==> config.mk <==
export PLATFORM = sky130hd
export DESIGN_NAME = alu_issue_arbiter_flat
export DESIGN_NICKNAME = d
export VERILOG_FILES = /design/src/rtl/alu_issue_if.sv /design/src/rtl/alu_issue_arbiter.sv /design/src/flat_wrapper.sv
export SDC_FILE = /design/constraint.sdc
export NUM_CORES = 1
export LEC_CHECK = 0
export ABC_AREA = 1
export CELL_PAD_IN_SITES_DETAIL_PLACEMENT = 1
export CELL_PAD_IN_SITES_GLOBAL_PLACEMENT = 1
export CORE_MARGIN = 2
export CORE_UTILIZATION = 40
export DETAILED_ROUTE_END_ITERATION = 16
export PLACE_DENSITY_LB_ADDON = 0.1
export RECOVER_POWER = 50
export SYNTH_ARGS = -nofsm -noshare
export SYNTH_HDL_FRONTEND = slang
export SYNTH_SLANG_ARGS = --single-unit
==> constraint.sdc <==
create_clock -name clk -period 4.49 [get_ports clk]
set_input_delay 0.898 -clock clk [delete_from_list [all_inputs] [get_ports clk]]
set_output_delay 0.898 -clock clk [all_outputs]
set_load 0.02 [all_outputs]
==> src/rtl/alu_issue_if.sv <==
// Handshake bundle between the issue/dispatch requesters and the ALU issue
// arbiter, including the decoder-side opcode/enable outputs.
interface alu_issue_if #(
    parameter int NREQ = 4
);
    logic [NREQ-1:0]   req;
    logic [5*NREQ-1:0] req_opcode;
    logic [NREQ-1:0]   gnt;
    logic [NREQ-1:0]   done;
    logic [4:0]        dec_opcode;
    logic              dec_enable;
    logic              busy;

    // Requester side: raises requests and opcodes, observes grant/completion.
    modport master (
        output req, req_opcode,
        input  gnt, done, dec_opcode, dec_enable, busy
    );

    // Arbiter side: consumes requests, drives grant and decoder inputs.
    modport arb (
        input  req, req_opcode,
        output gnt, done, dec_opcode, dec_enable, busy
    );
endinterface

==> src/rtl/alu_issue_arbiter.sv <==
// Round-robin issue controller sharing one opcode decoder among NREQ
// requesters. A winner holds the decoder for 1 or MULTI_LAT cycles (chosen by
// MULTI_MASK per opcode), then receives a one-cycle done pulse.
module alu_issue_arbiter #(
    parameter int          NREQ       = 4,
    parameter int          MULTI_LAT  = 4,
    parameter logic [31:0] MULTI_MASK = 32'hFFFF_0000
) (
    input logic      clk,
    input logic      rst_n,
    alu_issue_if.arb bus
);

    localparam int                IDX_W  = (NREQ > 1) ? $clog2(NREQ) : 1;
    localparam logic [3:0]        LAT_M1 = 4'(MULTI_LAT - 1);
    localparam logic [NREQ-1:0]   ONE    = NREQ'(1);
    localparam logic [IDX_W-1:0]  LAST   = IDX_W'(NREQ - 1);

    typedef enum logic [1:0] {
        S_IDLE = 2'd0,
        S_EXEC = 2'd1,
        S_DONE = 2'd2
    } state_t;

    state_t            state_q, state_d;
    logic [IDX_W-1:0]  ptr_q, ptr_d;
    logic [IDX_W-1:0]  win_q, win_d;
    logic [3:0]        cnt_q, cnt_d;
    logic [4:0]        op_q, op_d;
    logic [NREQ-1:0]   gnt_q, gnt_d;
    logic [NREQ-1:0]   done_q, done_d;
    logic [4:0]        dec_opcode_q, dec_opcode_d;
    logic              dec_enable_q, dec_enable_d;
    logic              busy_q, busy_d;

    logic [4:0]        req_op [NREQ];
    logic              found;
    logic [IDX_W-1:0]  sel;
    logic [IDX_W-1:0]  cand;

    // Split the packed opcode bus into one 5-bit opcode per requester.
    always_comb begin
        for (int i = 0; i < NREQ; i++) begin
            req_op[i] = bus.req_opcode[5*i +: 5];
        end
    end

    // Round-robin search: first asserted request at or after ptr, wrapping.
    always_comb begin
        // NOTE: every variable gets a default before any branch so no latch is inferred.
        found = 1'b0;
        sel   = ptr_q;
        cand  = '0;
        for (int i = 0; i < NREQ; i++) begin
            cand = IDX_W'((int'(ptr_q) + i) % NREQ);
            if (!found && bus.req[cand]) begin
                found = 1'b1;
                sel   = cand;
            end
        end
    end

    // Next-state and next-output logic; outputs are computed here and registered.
    always_comb begin
        state_d      = state_q;
        ptr_d        = ptr_q;
        win_d        = win_q;
        cnt_d        = cnt_q;
        op_d         = op_q;
        gnt_d        = '0;
        done_d       = '0;
        dec_opcode_d = '0;
        dec_enable_d = 1'b0;
        busy_d       = 1'b0;

        case (state_q)
            S_IDLE: begin
                if (found) begin
                    state_d      = S_EXEC;
                    win_d        = sel;
                    op_d         = req_op[sel];
                    cnt_d        = MULTI_MASK[req_op[sel]] ? LAT_M1 : 4'd0;
                    gnt_d        = ONE << sel;
                    dec_enable_d = 1'b1;
                    dec_opcode_d = req_op[sel];
                    busy_d       = 1'b1;
                end
            end
            S_EXEC: begin
                busy_d = 1'b1;
                if (cnt_q == 4'd0) begin
                    state_d = S_DONE;
                    ptr_d   = (win_q == LAST) ? '0 : win_q + IDX_W'(1);
                    done_d  = ONE << win_q;
                end else begin
                    cnt_d        = cnt_q - 4'd1;
                    gnt_d        = ONE << win_q;
                    dec_enable_d = 1'b1;
                    dec_opcode_d = op_q;
                end
            end
            S_DONE: begin
                state_d = S_IDLE;
            end
            default: begin
                state_d = S_IDLE;
            end
        endcase
    end

    // State, pointer, latched request and registered outputs.
    always_ff @(posedge clk or negedge rst_n) begin
        if (!rst_n) begin
            // NOTE: all control state and outputs are reset; an in-flight op is simply dropped.
            state_q      <= S_IDLE;
            ptr_q        <= '0;
            win_q        <= '0;
            cnt_q        <= '0;
            op_q         <= '0;
            gnt_q        <= '0;
            done_q       <= '0;
            dec_opcode_q <= '0;
            dec_enable_q <= 1'b0;
            busy_q       <= 1'b0;
        end else begin
            // NOTE: non-blocking so every flop samples the pre-edge values.
            state_q      <= state_d;
            ptr_q        <= ptr_d;
            win_q        <= win_d;
            cnt_q        <= cnt_d;
            op_q         <= op_d;
            gnt_q        <= gnt_d;
            done_q       <= done_d;
            dec_opcode_q <= dec_opcode_d;
            dec_enable_q <= dec_enable_d;
            busy_q       <= busy_d;
        end
    end

    assign bus.gnt        = gnt_q;
    assign bus.done       = done_q;
    assign bus.dec_opcode = dec_opcode_q;
    assign bus.dec_enable = dec_enable_q;
    assign bus.busy       = busy_q;

endmodule

==> src/flat_wrapper.sv <==
// flat-port wrapper written by rule: the top's interface ports become plain ports
module alu_issue_arbiter_flat 
#(
    parameter int          NREQ       = 4,
    parameter int          MULTI_LAT  = 4,
    parameter logic [31:0] MULTI_MASK = 32'hFFFF_0000
)
  (clk, rst_n, bus_req, bus_req_opcode, bus_gnt, bus_done, bus_dec_opcode, bus_dec_enable, bus_busy);
  alu_issue_if #(.NREQ(NREQ)) bus_i ();
  input logic clk;
  input logic rst_n;
  input wire logic [$bits(bus_i.req)-1:0] bus_req;
  input wire logic [$bits(bus_i.req_opcode)-1:0] bus_req_opcode;
  output wire logic [$bits(bus_i.gnt)-1:0] bus_gnt;
  output wire logic [$bits(bus_i.done)-1:0] bus_done;
  output wire logic [$bits(bus_i.dec_opcode)-1:0] bus_dec_opcode;
  output wire logic [$bits(bus_i.dec_enable)-1:0] bus_dec_enable;
  output wire logic [$bits(bus_i.busy)-1:0] bus_busy;
  assign bus_i.req = bus_req;
  assign bus_i.req_opcode = bus_req_opcode;
  assign bus_gnt = bus_i.gnt;
  assign bus_done = bus_i.done;
  assign bus_dec_opcode = bus_i.dec_opcode;
  assign bus_dec_enable = bus_i.dec_enable;
  assign bus_busy = bus_i.busy;
  alu_issue_arbiter #(.NREQ(NREQ), .MULTI_LAT(MULTI_LAT), .MULTI_MASK(MULTI_MASK)) u_core (.clk(clk), .rst_n(rst_n), .bus(bus_i));
endmodule
==> impl_results.md <==
* Port bufs at 40
* DP HPWL at 3.39 mm
* CTS root buffer: clkbuf_8
* Largest net degree at the start of global routing at 31
* Post-Route Setup TNS at 0 ps
* Via count at 1618
* Multi-input gate area at 986 um^2
* Clock latency on the worst-skew pair at 280 ps
* Initial antenna violation count at 0
* Synth warnings at 0
* Buffer count from post-CTS setup fixing at 0
* H-Tree Depth at 2
* Post-synthesis register bit count at 30
* Period minus WS final at 2560 ps
* Cell taking the most area after synthesis: dfrtp_1
* Synth top area share at 39.3%
* Die H at 73.1 um
* Placer congestion estimate at 0.805
* Die area at 0.00535 mm^2
* Final ANT Viol Nets at 0
* Max Cap Viol at 1
* CP Data Arrival Time at 2730 ps
* Final Setup Violations at 0
* Synth async-reset ratio at 100%
* PostCTS Resize Cnt at 0
* Critical path type: in -> reg
* Final instance area at 0.00242 mm^2
* Core Util, Final at 51.9%
* Sequential share of the synthesized area at 39.3%
* Effective utilization at floorplan at 41.0%
* Syn Inst Count at 243
* Worst VDD drop at 432 uV
* Max Clock Freq at 390 MHz
* Vias in the first global route at 1606
* Cell Rows at 25
* Dominant synthesized flop cell: dfrtp_1
* Most frequent cells after synthesis: nand2_1, dfrtp_1, nand2_2
* Net count, final at 318
* Most numerous cell in the Yosys netlist: nand2_1
* CP Max Fanout at 13
* Pwr Total at 1.97 mW
* Clock buffer depth at 2
* Hold Crit Start: u_core.op_q[3]
* HP Class: reg -> reg
* Total GRT Usage at 18.4%
* Post-route DRC at 0
* Syn Std Cell Area at 0.00191 mm^2
* Proportion of layout cells with a drive suffix above 1 at 20.6%
* R2R setup slack at 2090 ps
* Hold endpoint: u_core.op_q[3]
* First-pass iteration count of the detailed router at 4
* Synth unique cells at 26
* Failing checks: max-capacitance violations, max-slew violations
* Setup slack after layout at 1930 ps
* Initial DRC count at 40
* Vias/cell at 4.74
* First-pass GRT wire length at 7.56 mm
* Leakage power at 1.22 nW
* Status: finished with violations
* FF+latch area at 751 um^2
* CTS clk-pin slew, worst paths at 60 ps
* I/O pin count at 41
* Nature of the critical path endpoint: register
* Slew Limit Fails at 31
* Core Area at 0.00466 mm^2
* DR WL/cell at 13.1 um
* Fin crit share at 57.1%
* Filler cells at 600
* Routed WL at 4.47 mm
* Crit path launch type: input pin
* P&R area growth vs syn at 26.7%
* Width of the die at 73.1 um
* Synth Net Count at 275
* Syn avg cell area at 7.86 um^2
* Post-CTS Hold Buffers at 0
* Clk sink count at 30
* Reg2reg path depth at 15
* Measured slew at the worst slew-check pin at 1540 ps
* R2r endpoint: u_core.bus.dec_opcode[0]
* Post-synth EDFFs at 0
* Hold Fails Final Rpt at 0
* Place WS at 1630 ps
* CTS tree: built
* CTS Buf Count at 5
* Gr ovfl total at 0
* N_diodes at 0
* Cell depth of the worst hold path at 2
* Area contributors post-synth: dfrtp_1, nand2_1, nand2_2
* Reg-to-Reg Start: u_core.ptr_q[0]
* Setup Skew at 2.63 ps
* Area after DPL at 0.00233 mm^2
* Power Dens Cells at 812 mW/mm^2
* Unrepaired setup endpoints after global routing: no
* Rel. slew slack at -2.64%
* Worst path required time at 4650 ps
[metal layers]
layer	global-route usage, %	part of all wire (%)
met1	24.8	48
met2	29.1	47
met3	3.31	2.4
met4	7.41	1.6
met5	0	0
[state kept, by name, indices dropped and copies added (netlist names)]
register               flops
u_core.bus.busy            1
u_core.cnt_q               4
u_core.win_q               2
u_core.op_q                5
u_core.bus.dec_enable      1
u_core.bus.gnt             4
u_core.bus.dec_opcode      5
u_core.ptr_q               2
u_core.bus.done            4
u_core.state_q             2
[critical path, cell delays in order]
cell and delay (ps):
clkdlybuf4s50_1 540, nand2_1 80, nand2_2 80, nand2_2 70
nand2_4 100, nand3_2 90, nand2_2 120, nand2_4 60
nand2_4 160, inv_2 120, nand2_1 70, nand2_1 50
nand2_1 50, nand2_1 80, nand2_2 90, o21ai_2 50
[per-stage QoR]
| stage | hold WS [ps] | instances |
|---|---|---|
| final | 520 | 341 |
| after detailed placement | 512 | 333 |
| after CTS | 530 | 341 |
| after global routing | 558 | 341 |
| after floorplan | 486 | 243 |
| after global placement | 499 | 333 |
[final cells by class]
type	count	area share, %
Clock buffer	7	3.57
Clock inverter	1	0.207
Inverter	31	5.01
Multi-Input combinational cell	177	40.7
Sequential cell	30	31.0
Tap cell	54	2.79
Timing Repair Buffer	41	16.7
[kinds of logic (layout without fill, tap and decap cells)]
kind of cell / Yosys count / in the layout / synth area share (%)
buffers and inverters: 36 / 80 / 9.10
adders and majority gates: 6 / 6 / 3.93
AOI/OAI and AO/OA: 23 / 23 / 7.53
DFF: 30 / 30 / 39.3
and+or+nand+nor: 147 / 147 / 39.7
xor gates and xnor gates: 1 / 1 / 0.458
[worst max path at each step]
stage               start                  endpoint
2_1_floorplan  bus_req[0]  u_core.bus.dec_opcode[0]
3_3_place_gp   bus_req[2]  u_core.bus.dec_opcode[0]
3_5_place_dp   bus_req[2]  u_core.bus.dec_opcode[0]
4_1_cts        bus_req[1]           u_core.cnt_q[0]
5_1_grt        bus_req[2]           u_core.cnt_q[0]
6_report       bus_req[1]  u_core.bus.dec_opcode[0]
[placed cells by master (no fill, tap or decap), drive strengths merged]
cell / netlist / routed
dlygate4sd3: 0 / 1
clkdlybuf4s50: 0 / 39
a21oi: 3 / 3
clkinv: 2 / 3
o21ai: 18 / 18
xor2: 1 / 1
nor2: 15 / 15
dfrtp: 30 / 30
nand4: 3 / 3
o22ai: 2 / 2
inv: 29 / 29
nand2: 111 / 111
ha: 6 / 6
nand3: 18 / 18
clkbuf: 1 / 8
[where the power goes]
group	leakage (nW)	internal [mW]	switching [mW]
Clock	0.0482	0.123	0.0987
Combinational	0.789	0.432	0.852
Sequential	0.381	0.384	0.0753
Total	1.22	0.940	1.03
Note: power is estimated with default switching activity, not from simulation.
